===== src/rtl/vga_pkg.sv =====
// Shared VGA timing defaults, colour type and helpers for the raster
// generator and its consumers.
package vga_pkg;

    localparam int H_VISIBLE_DEF = 640;
    localparam int H_FRONT_DEF   = 16;
    localparam int H_SYNC_DEF    = 96;
    localparam int H_BACK_DEF    = 48;
    localparam int V_VISIBLE_DEF = 480;
    localparam int V_FRONT_DEF   = 10;
    localparam int V_SYNC_DEF    = 2;
    localparam int V_BACK_DEF    = 33;

    typedef logic [5:0] rgb6_t;

    localparam rgb6_t BLACK = 6'h00;
    localparam rgb6_t WHITE = 6'h3F;

    function automatic int vga_total(input int visible, input int front,
                                     input int sync, input int back);
        return visible + front + sync + back;
    endfunction

endpackage


===== src/rtl/vga_timing_gen_sync_delay.sv =====
// Fixed-depth shift register with asynchronous reset to a chosen value,
// used to keep sync and blanking aligned with the colour path.
module sync_delay #(
    parameter int               WIDTH   = 1,
    parameter int               DEPTH   = 1,
    parameter logic [WIDTH-1:0] RST_VAL = '0
) (
    input  logic             clk,
    input  logic             reset,
    input  logic [WIDTH-1:0] din,
    output logic [WIDTH-1:0] dout
);

    if (DEPTH < 1) begin : g_depth_err
        $error("sync_delay: DEPTH must be at least 1");
    end

    logic [WIDTH-1:0] stage [DEPTH];

    always_ff @(posedge clk or posedge reset) begin
        if (reset) begin
            for (int i = 0; i < DEPTH; i++) begin
                stage[i] <= RST_VAL;
            end
        end else begin
            stage[0] <= din;
            for (int i = 1; i < DEPTH; i++) begin
                stage[i] <= stage[i-1];
            end
        end
    end

    assign dout = stage[DEPTH-1];

endmodule


===== src/rtl/vga_timing_gen.sv =====
// 640x480@60 raster counter with sync/blanking delayed to line up with the
// colour returned by the pixel generator.
module vga_timing_gen
    import vga_pkg::*;
#(
    parameter int H_VISIBLE   = H_VISIBLE_DEF,
    parameter int H_FRONT     = H_FRONT_DEF,
    parameter int H_SYNC      = H_SYNC_DEF,
    parameter int H_BACK      = H_BACK_DEF,
    parameter int V_VISIBLE   = V_VISIBLE_DEF,
    parameter int V_FRONT     = V_FRONT_DEF,
    parameter int V_SYNC      = V_SYNC_DEF,
    parameter int V_BACK      = V_BACK_DEF,
    parameter bit SYNC_ACTIVE = 1'b0,
    parameter int RGB_LATENCY = 1
) (
    input  logic       clk,
    input  logic       reset,
    output logic [9:0] col,
    output logic [9:0] row,
    output logic       valid,
    output logic       line_tick,
    output logic       frame_tick,
    input  rgb6_t      rgb_in,
    output rgb6_t      rgb_out,
    output logic       hsync,
    output logic       vsync
);

    localparam int H_TOTAL = vga_total(H_VISIBLE, H_FRONT, H_SYNC, H_BACK);
    localparam int V_TOTAL = vga_total(V_VISIBLE, V_FRONT, V_SYNC, V_BACK);
    localparam int DEPTH   = RGB_LATENCY + 1;

    if (H_TOTAL > 1024) begin : g_h_err
        $error("vga_timing_gen: H_TOTAL exceeds 1024");
    end
    if (V_TOTAL > 1024) begin : g_v_err
        $error("vga_timing_gen: V_TOTAL exceeds 1024");
    end

    // 11-bit bounds so a full 1024 total cannot wrap a comparison constant
    localparam logic [9:0]  H_LAST = 10'(H_TOTAL - 1);
    localparam logic [9:0]  V_LAST = 10'(V_TOTAL - 1);
    localparam logic [10:0] H_VIS  = 11'(H_VISIBLE);
    localparam logic [10:0] V_VIS  = 11'(V_VISIBLE);
    localparam logic [10:0] HS_BEG = 11'(H_VISIBLE + H_FRONT);
    localparam logic [10:0] HS_END = 11'(H_VISIBLE + H_FRONT + H_SYNC);
    localparam logic [10:0] VS_BEG = 11'(V_VISIBLE + V_FRONT);
    localparam logic [10:0] VS_END = 11'(V_VISIBLE + V_FRONT + V_SYNC);

    localparam logic [2:0] DLY_RST = {~SYNC_ACTIVE, ~SYNC_ACTIVE, 1'b0};

    logic [9:0] col_nxt;
    logic [9:0] row_nxt;
    logic       vld_nxt;
    logic       hs_lvl;
    logic       vs_lvl;
    logic       vld_al;

    always_comb begin
        col_nxt = col + 10'd1;
        row_nxt = row;
        if (col == H_LAST) begin
            col_nxt = '0;
            row_nxt = (row == V_LAST) ? '0 : row + 10'd1;
        end
    end

    assign vld_nxt = ({1'b0, col_nxt} < H_VIS) && ({1'b0, row_nxt} < V_VIS);

    // Stage 0: counters and their decodes, all from next-state counts
    always_ff @(posedge clk or posedge reset) begin
        if (reset) begin
            col        <= H_LAST;
            row        <= V_LAST;
            valid      <= 1'b0;
            line_tick  <= 1'b0;
            frame_tick <= 1'b0;
        end else begin
            col        <= col_nxt;
            row        <= row_nxt;
            valid      <= vld_nxt;
            line_tick  <= (col_nxt == '0);
            frame_tick <= (col_nxt == '0) && (row_nxt == '0);
        end
    end

    assign hs_lvl = ({1'b0, col} >= HS_BEG && {1'b0, col} < HS_END) ? SYNC_ACTIVE : ~SYNC_ACTIVE;
    assign vs_lvl = ({1'b0, row} >= VS_BEG && {1'b0, row} < VS_END) ? SYNC_ACTIVE : ~SYNC_ACTIVE;

    // Delaying vld_nxt by DEPTH equals delaying valid by RGB_LATENCY,
    // which is when the matching rgb_in arrives.
    sync_delay #(
        .WIDTH   (3),
        .DEPTH   (DEPTH),
        .RST_VAL (DLY_RST)
    ) u_sync_delay (
        .clk   (clk),
        .reset (reset),
        .din   ({hs_lvl, vs_lvl, vld_nxt}),
        .dout  ({hsync, vsync, vld_al})
    );

    // Stage D: blanked colour register, aligned with hsync/vsync
    always_ff @(posedge clk or posedge reset) begin
        if (reset) begin
            rgb_out <= BLACK;
        end else begin
            rgb_out <= vld_al ? rgb_in : BLACK;
        end
    end

endmodule


===== config.mk =====
export PLATFORM = sky130hd
export DESIGN_NAME = vga_timing_gen
export DESIGN_NICKNAME = d
export VERILOG_FILES = /design/src/rtl/vga_pkg.sv /design/src/rtl/vga_timing_gen_sync_delay.sv /design/src/rtl/vga_timing_gen.sv
export SDC_FILE = /design/constraint.sdc
export NUM_CORES = 1
export LEC_CHECK = 0
export CAP_MARGIN = 5
export CORE_MARGIN = 2
export CORE_UTILIZATION = 45
export CTS_CLUSTER_SIZE = 30
export DETAILED_ROUTE_END_ITERATION = 8
export GPL_ROUTABILITY_DRIVEN = 0
export PLACE_DENSITY = 0.75
export SYNTH_ARGS = -nofsm -noshare
export SYNTH_HDL_FRONTEND = slang
export SYNTH_SLANG_ARGS = --single-unit

===== constraint.sdc =====
create_clock -name clk -period 2.1 [get_ports clk]
set_input_delay 0.42 -clock clk [delete_from_list [all_inputs] [get_ports clk]]
set_output_delay 0.42 -clock clk [all_outputs]
set_load 0.1 [all_outputs]

* Word-level counts from Yosys, hierarchy flattened
Cells that the tools add are included.
** Operators by class
- $add $sub $neg :: 2
- Order comparisons :: 6
- Equality and inequality tests :: 2
- Mux-type cells :: 6
- Reductions and logical operators :: 6
** Operators with widths (number)
- 10-bit 2-to-1 mux :: 3
- 10-bit by 1-bit adder with 10-bit output, second input constant :: 2
- 10-bit == test, second input constant :: 2
- 10-bit zero test :: 2
- 10-bit less-than comparator, second input constant :: 2
- 10-bit by 9-bit less-than comparator with 1-bit output, second input constant :: 2
- 10-bit >= comparator, second input constant :: 1
- 10-bit by 9-bit >= comparator with 1-bit output, second input constant :: 1
- 6-bit 2-to-1 mux :: 1
- 1-bit logical AND :: 4
- 1-bit 2-to-1 mux :: 2
** Storage, ports and cells
- Flip-flop bits (word level) :: 35
- Bits of input ports :: 8
- Output and inout port bits :: 31
- Word-level logic and storage cells :: 30

* Depth between registers and ports, before layout
Gate-level depths: netlist (run 1).
- Depth in word-level cells :: 5
- Gate-level depth with buffers :: 8

* Modules after synthesis
A second synthesis (run 1) with hierarchy kept.
** Second synthesis, totals
- Cell total of the unflattened synthesis :: 171
- Area total of the unflattened synthesis :: 1809.2 sq um
** By module, submodules not included
- vga_timing_gen :: instances 1, cells an instance 161, area each 1627.8 sq um, sequential area each 738.2 sq um
- sync_delay :: instances 1, cells an instance 10, area each 181.4 sq um, sequential area each 155.1 sq um

* Least setup slack after synthesis (run 1)
Ideal clock, no wire load.
- Kind :: register to register
- From :: register col[0]
- To :: register frame_tick
- Setup time :: 0.096 ns
- Data arrival time :: 2.579 ns
- Path slack :: -0.574 ns
- Stages on the path, launching flop included :: 8
- Path buffers :: 1
- Clock period less this slack :: 2.674 ns
- Cells stage by stage :: dfstp_2 > ha_1 > nand3_1 > or3_4 > buf_6 > a211oi_2 > o211ai_1 > nor4_2
** Between the ends
- Cells in the longest elaborated chain, start to end :: 4
** RTL lines
- from (decl) :: line vga_timing_gen.sv:19 : output logic [9:0] col,
- from (signal assigned) :: line vga_timing_gen.sv:80 : col <= col_nxt;
- 10-bit by 1-bit adder with 10-bit output / 10-bit == test (equally long branches) :: line vga_timing_gen.sv:61, vga_timing_gen.sv:63
- 10-bit 2-to-1 mux :: line vga_timing_gen.sv:63 : if (col == H_LAST) begin
- 10-bit zero test :: line vga_timing_gen.sv:84 : frame_tick <= (col_nxt == '0) && (row_nxt == '0);
- 1-bit logical AND (*) :: line vga_timing_gen.sv:84
- to (signal assigned) :: line vga_timing_gen.sv:84
- to (decl) :: line vga_timing_gen.sv:23 : output logic frame_tick,
Every way passes the cells marked *; elsewhere a longest branch is shown, timed or not.

* Worst setup path after layout (run 1)
- From :: register col[8]
- To :: register frame_tick
Same word-level chain as after synthesis.

==> results.yml, run 1 <==
power:
  ir_worst_vdd_v: 0.0002916
  leakage_nw: 1.092
  power_density_nw_per_um2: 470.7
synthesis:
  ys_seq_area_share_pct: 48.87
  yosysWarnings: 0
  synth_area_um2: 1777
  yosys_most_used_dff: "dfrtp_1"
  synth_cells: 172
  syn_nets: 185
  yosysUniqueCellTypes: 49
  synth_edf_count: 0
  async_reset_ff_share_pct: 100.0
  syn_avg_cell_area_um2: 10.33
  synth_seq_cells: 34
finish:
  nets: 246
  antennaDiodeCount: 0
  drive_gt1_share_pct: 43.59
  area_growth_pct: 48.38
  seq_area_um2: 914.6
  final_area_um2: 2636
  multi_input_area_um2: 897.1
  fillers: 261
sta:
  maxSlewHeadroom_pct: 72.55
  rsz0062_at_grt: "true"
  fin_ws_ps: -6.275
  worst_pin_slew_ps: 411.7
  max_freq_mhz: 474.8
  setup_violations: 1
  fin_skew_ps: 8.481
  period_share_pct: 100.3
  hold_viol: 0
  fin_crit_ps: 2106
  drv_slew: 0
route:
  ant_nets: 0
  routed_via_density: 5.543
  drt_iter0_markers: 69
  routed_wl_mm: 4.322
  post_drt_wl_per_cell_um: 15.33
  dr.pass1.iters: 4
  drc: 0
  num_vias: 1563
critical_path:
  cp_max_fo: 8
  reg2reg_depth: 6
  arrival_ps: 2300
  reg2reg_from: "col[8]"
  worstSetupPathType: "reg2reg"
  cp.required_ps: 2290
  cp-startpoint: "col[8]"
  endpoint_kind: "flip-flop"
  critPathLaunchType: "flip-flop"
min_path:
  hold_depth: 0
  hold_path.class: "reg2reg"
  min_from: "u_sync_delay.stage[5]"
clock_network:
  cts_buffer_depth: 2
  cts_buffers: 5
  clk_pin_slew_worst_paths_ps: 70
  cts_tree: "built"
  worstSkewPairLatency_ps: 290
  htreeDepth: 2
  cts_root_buf: "clkbuf_8"
  cts.sinks: 34
die:
  rows: 22
  die_h_um: 66.84
  die_w_um: 66.84
  io_pins: 39
  initial_utilization_pct: 47.81
  die-area_um2: 4467
  core_um2: 3716
global_route:
  overflow: 0
  grt_pass1_wl_mm: 6.589
  antenna_found_initial: 0
  grt_start_max_net_pins: 35
  grt_usage_pct: 20.07
  grt_pass1_vias: 1485
status:
  violations: "negative setup slack"
  status: "complete, but fails checks"
place:
  dp_slack_ps: -11.52
  portBuffers: 38
  placed_area_um2: 2452
  dp_hpwl_mm: 2.991
flow_run:
  cap_viol_max_count: 0
-- area by class of cell --
type | instances | area share, %
clock buffers | 7 | 3.275
clock inverters | 1 | 0.1898
inverters | 11 | 1.566
multi-input cells | 118 | 34.03
flip-flops and latches | 34 | 34.69
well taps | 48 | 2.278
repair buffers | 63 | 23.97
-- critical path, stage by stage, from the launching register on --
cell       delay, ps
dfstp_4          620
nand4bb_1        140
buf_6            170
or4_4            540
nor3_2           190
o211ai_1         130
nor4_2           220
-- sequential cells by signal, summed over array words and instances, names as in the netlist --
name / flops
frame_tick: 1
u_sync_delay.dout: 3
col: 10
rgb_out: 6
u_sync_delay.stage: 3
row: 10
line_tick: 1
-- worst paths after layout --
path,slack (ps),to
setup reg to reg,-6,frame_tick
setup / recovery,-6,frame_tick
min in group asynchronous,520,col[6]
hold reg to reg,360,u_sync_delay.dout[2]
max in group asynchronous,1250,u_sync_delay.dout[1]
hold / removal,360,u_sync_delay.dout[2]
-- cells in the mapped netlist (2+ instances only) --
cell | n | area share (%)
dfrtp_1 | 20 | 28
dfstp_2 | 14 | 21
inv_1 | 11 | 2.3
nand3_1 | 11 | 3.1
and2_1 | 7 | 2.5
nand2_1 | 7 | 1.5
nand4_1 | 7 | 2.5
xnor2_1 | 7 | 3.5
nor2_1 | 6 | 1.3
nor3_1 | 6 | 1.7
ha_1 | 5 | 3.5
a21oi_1 | 4 | 1.1
and3_1 | 4 | 1.4
buf_2 | 4 | 1.1
nor4_1 | 4 | 1.4
o211ai_1 | 4 | 1.7
o21ai_0 | 4 | 1.1
xor2_1 | 4 | 2.0
buf_6 | 3 | 1.9
clkbuf_1 | 3 | 0.63
or3_1 | 3 | 1.1
a311oi_1 | 2 | 0.99
a31oi_1 | 2 | 0.70
mux2i_1 | 2 | 1.1
nand2b_1 | 2 | 0.70
o21ai_1 | 2 | 0.56
or2_2 | 2 | 0.70
-- logic make-up after synthesis --
group | after synthesis | synth area share, %
simple gates | 69 | 22.89
buf+inv | 21 | 5.986
compound gates | 30 | 12.18
mux | 2 | 1.127
flops | 34 | 48.87
fa+ha+maj | 5 | 3.521
xor+xnor | 11 | 5.422
-- cell usage in the layout, fill, tap and decap left out, types with 3 or more instances in the layout --
cell type,netlist,layout
a21oi_1,4,4
nand3_1,11,10
o211ai_1,4,4
nand4_1,7,7
buf_12,0,11
dfrtp_1,20,14
nor4_1,4,4
dfstp_4,0,9
nor3_1,6,5
xor2_1,4,4
xnor2_1,7,7
dfrtp_2,0,4
or3_4,1,3
clkbuf_8,0,6
and3_1,4,4
o21ai_0,4,3
inv_1,11,10
nor2_1,6,6
and2_1,7,7
dfstp_2,14,5
buf_4,0,44
clkdlybuf4s50_1,0,7
ha_1,5,3
nand2_1,7,6
-- routing by layer --
layer,global-route usage [%],part of all wire (%),vias up
met4,10.20,2.3,0
met1,24.35,44,744
met3,4.392,5.6,9
met2,33.38,48,60
li1,-,-,750
met5,0,0,-
-- repair_timing --
item,CTS,global route
setup endpoints to repair,1,2
buffers inserted,4,1
cloned,0,1
resized for setup,3,8
pin swaps,3,5
hold buffers,0,0
-- power by group --
part | switching, mW | internal, mW | total (mW)
clock | 0.230 | 0.264 | 0.494
sequential | 0.00153 | 0.661 | 0.662
combinational | 0.0616 | 0.0230 | 0.0846
total | 0.293 | 0.948 | 1.24
-- per-stage QoR --
step / instances / power (mW) / utilization (%) / hold slack [ps] / TNS (ps)
floorplan: 172 / 0.7309 / - / 345.2 / -264.0
global placement: 268 / 0.7589 / 65.99 / 345.4 / 0
detailed placement: 268 / 0.7594 / 65.99 / 348.1 / -11.52
CTS: 280 / 1.255 / 69.60 / 362.0 / 0
global route: 282 / 1.284 / 70.94 / 366.6 / -87.83
finish: 282 / 1.241 / 70.94 / 358.9 / -6.275
Note: power is estimated with default switching activity, not from simulation.
==> run 2: changes to the inputs <==
Settings changed: CTS_CLUSTER_SIZE 30 to 40, SYNTH_HIERARCHICAL set to 1.
==> results.yml, run 2 <==
status:
  status: "complete, but fails checks"
  violations: "negative setup slack"
place:
  place_inst: 265
  portBuffers: 38
  placed_area_um2: 2430
  dp_hpwl_mm: 3.077
critical_path:
  worstSetupPathType: "reg2reg"
  ff2ff_setup_slack_ps: -20
  r2r_end: "valid"
  cp_max_fo: 5
  cp_cell_sequence: "ha_4, nand4_4, nor4_4, buf_4, nand3_4, xnor2_2, a41oi_2"
  arrival_ps: 2260
  reg2reg_from: "col[0]"
  critPathLaunchType: "flip-flop"
  critPathMaxStageDelay_ps: 630
  cp.required_ps: 2240
  crit_path_top_delay_cell: "dfstp_4"
  endpoint_kind: "flip-flop"
  reg2reg_depth: 7
finish:
  fillers: 296
  instances_no_fill: 276
  layout_common_cells: "buf_4 (41), dfrtp_1 (17), inv_1 (11), buf_12 (11), nor2_1 (10)"
  final_area_um2: 2603
  reg.largest.list: "col (10), row (10), rgb_out (6)"
  drive_gt1_share_pct: 42.92
  nets: 238
  area_growth_pct: 43.85
  layout_commonest_cell: "buf_4"
  antennaDiodeCount: 0
synthesis:
  synthDominantCellAreaShare_pct: 29.05
  syn_avg_cell_area_um2: 10.58
  yosysWarnings: 6
  synth_most_common_cell: "dfrtp_1"
  synth_cells: 171
  synth_area_um2: 1809
  synth.largest_area_cell: "dfrtp_1"
  yosys_most_used_dff: "dfrtp_1"
  ys_seq_area_share_pct: 49.38
  syn_nets: 184
  synth.area.top_cells: "dfrtp_1 (29%), dfstp_2 (20%), xor2_1 (3.9%)"
  async_reset_ff_share_pct: 100.0
  synth_seq_cells: 35
  synth_edf_count: 0
  synth_common_cells: "dfrtp_1 (21), dfstp_2 (14), inv_1 (11)"
  yosysUniqueCellTypes: 48
die:
  die_w_um: 67.41
  rows: 23
  core_um2: 3943
  die-area_um2: 4543
  initial_utilization_pct: 45.89
  io_pins: 39
  die_h_um: 67.41
power:
  power_density_nw_per_um2: 472.8
  total_power_mw: 1.230
  leakage_nw: 1.155
  ir_worst_vdd_v: 0.0005153
clock_network:
  hold_buffers: 0
  clk_pin_slew_worst_paths_ps: 70
  cts.sinks: 35
  cts_buffers: 5
  cts_buffer_depth: 2
  cts_root_buf: "clkbuf_8"
  cts_tree: "built"
  worstSkewPairLatency_ps: 290
  htreeDepth: 2
route:
  routed_via_density: 5.413
  num_vias: 1494
  post_drt_wl_per_cell_um: 15.45
  ant_nets: 0
  routed_wl_mm: 4.263
  drt_iter0_markers: 94
  drc: 0
  dr.pass1.iters: 4
min_path:
  hold_path.class: "reg2reg"
  hold_depth: 0
  hold_end: "u_sync_delay/dout[2]"
  min_from: "u_sync_delay/stage[5]"
global_route:
  antenna_found_initial: 0
  use_met2_pct: 35.15
  overflow: 0
  grt_usage_pct: 21.42
  grt_busiest_layer: "met2"
  grt_start_max_net_pins: 17
  met1_usage_pct: 26.21
  grt_pass1_vias: 1486
  grt_pass1_wl_mm: 7.107
  grtUsageMet3_pct: 6.000
sta:
  setup_violations: 3
  drv_slew: 0
  rsz0062_at_grt: "true"
  fin_crit_ps: 2123
  worst_pin_slew_ps: 354.0
  maxSlewHeadroom_pct: 76.22
  fin_ws_ps: -22.99
  hold_viol: 0
  fin_skew_ps: 8.994
  period_share_pct: 101.1
  max_freq_mhz: 471.0
  timing.hold.ws_ps: 356.0
flow_run:
  cap_viol_max_count: 0
==> run 2: worst max-delay path by stage <==
stage                             to    from  cells after the start
after floorplan           frame_tick  col[9]                      7
after global placement    frame_tick  col[9]                      6
after detailed placement  frame_tick  col[9]                      6
after CTS                 frame_tick  col[9]                      6
after global routing      frame_tick  col[0]                      8
final                          valid  col[0]                      7
==> run 2: logic make-up (layout without fill, tap and decap cells) <==
family	Yosys count	after routing	synth area share, %
AOI/OAI and AO/OA	30	30	10.86
xor gates and xnor gates	14	14	6.777
adders and majority gates	5	5	3.458
buffers and inverters	23	78	6.570
DFF	35	35	49.38
and+or+nand+nor	64	64	22.96
==> run 2: area by class of cell <==
class	instances	area [um2]	share of cell area (%)
Clock buffer	5	68.82	2.644
Inverter	11	41.29	1.587
Sequential cell	35	925.9	35.58
Timing Repair Buffer	59	598.1	22.98
Tap cell	50	62.56	2.404
Multi-Input combinational cell	113	890.9	34.23
Clock inverter	3	15.01	0.5769
==> run 2: per-stage QoR <==
step                      setup slack [ps]  setup TNS [ps]  utilization (%)
after floorplan                     -234.0          -622.1                -
after global placement              -21.67          -21.67            61.63
after detailed placement            -88.62          -173.5            61.63
after CTS                           -10.62          -10.62            65.31
after global routing                -111.0          -332.2            66.01
final                               -22.99          -60.09            66.01
==> run 2: timing repair <==
item,in CTS,in global routing
pin swaps,6,2
buffers inserted,1,2
endpoints found under the setup margin,3,3
gates resized for setup,9,2
==> run 2: routing by layer <==
layer | vias up | share of wire, %
li1 | 699 | -
met1 | 716 | 41
met2 | 68 | 50
met3 | 11 | 6.5
met4 | 0 | 2.3
met5 | - | 0
==> run 2: report_power, final <==
group	leakage (nW)	total (mW)	internal, mW	switching, mW
Clock	0.0477	0.460	0.227	0.234
Sequential	0.403	0.682	0.680	0.00179
Combinational	0.704	0.0880	0.0244	0.0635
==> run 2: worst max-delay path: cells and delay by family, from the launching register on <==
kind / cells / cell delay [ps]
DFF: 1 / 630
adders and majority gates: 1 / 150
xor gates and xnor gates: 1 / 190
AOI/OAI and AO/OA: 1 / 150
and+or+nand+nor: 3 / 650
buffers and inverters: 1 / 200
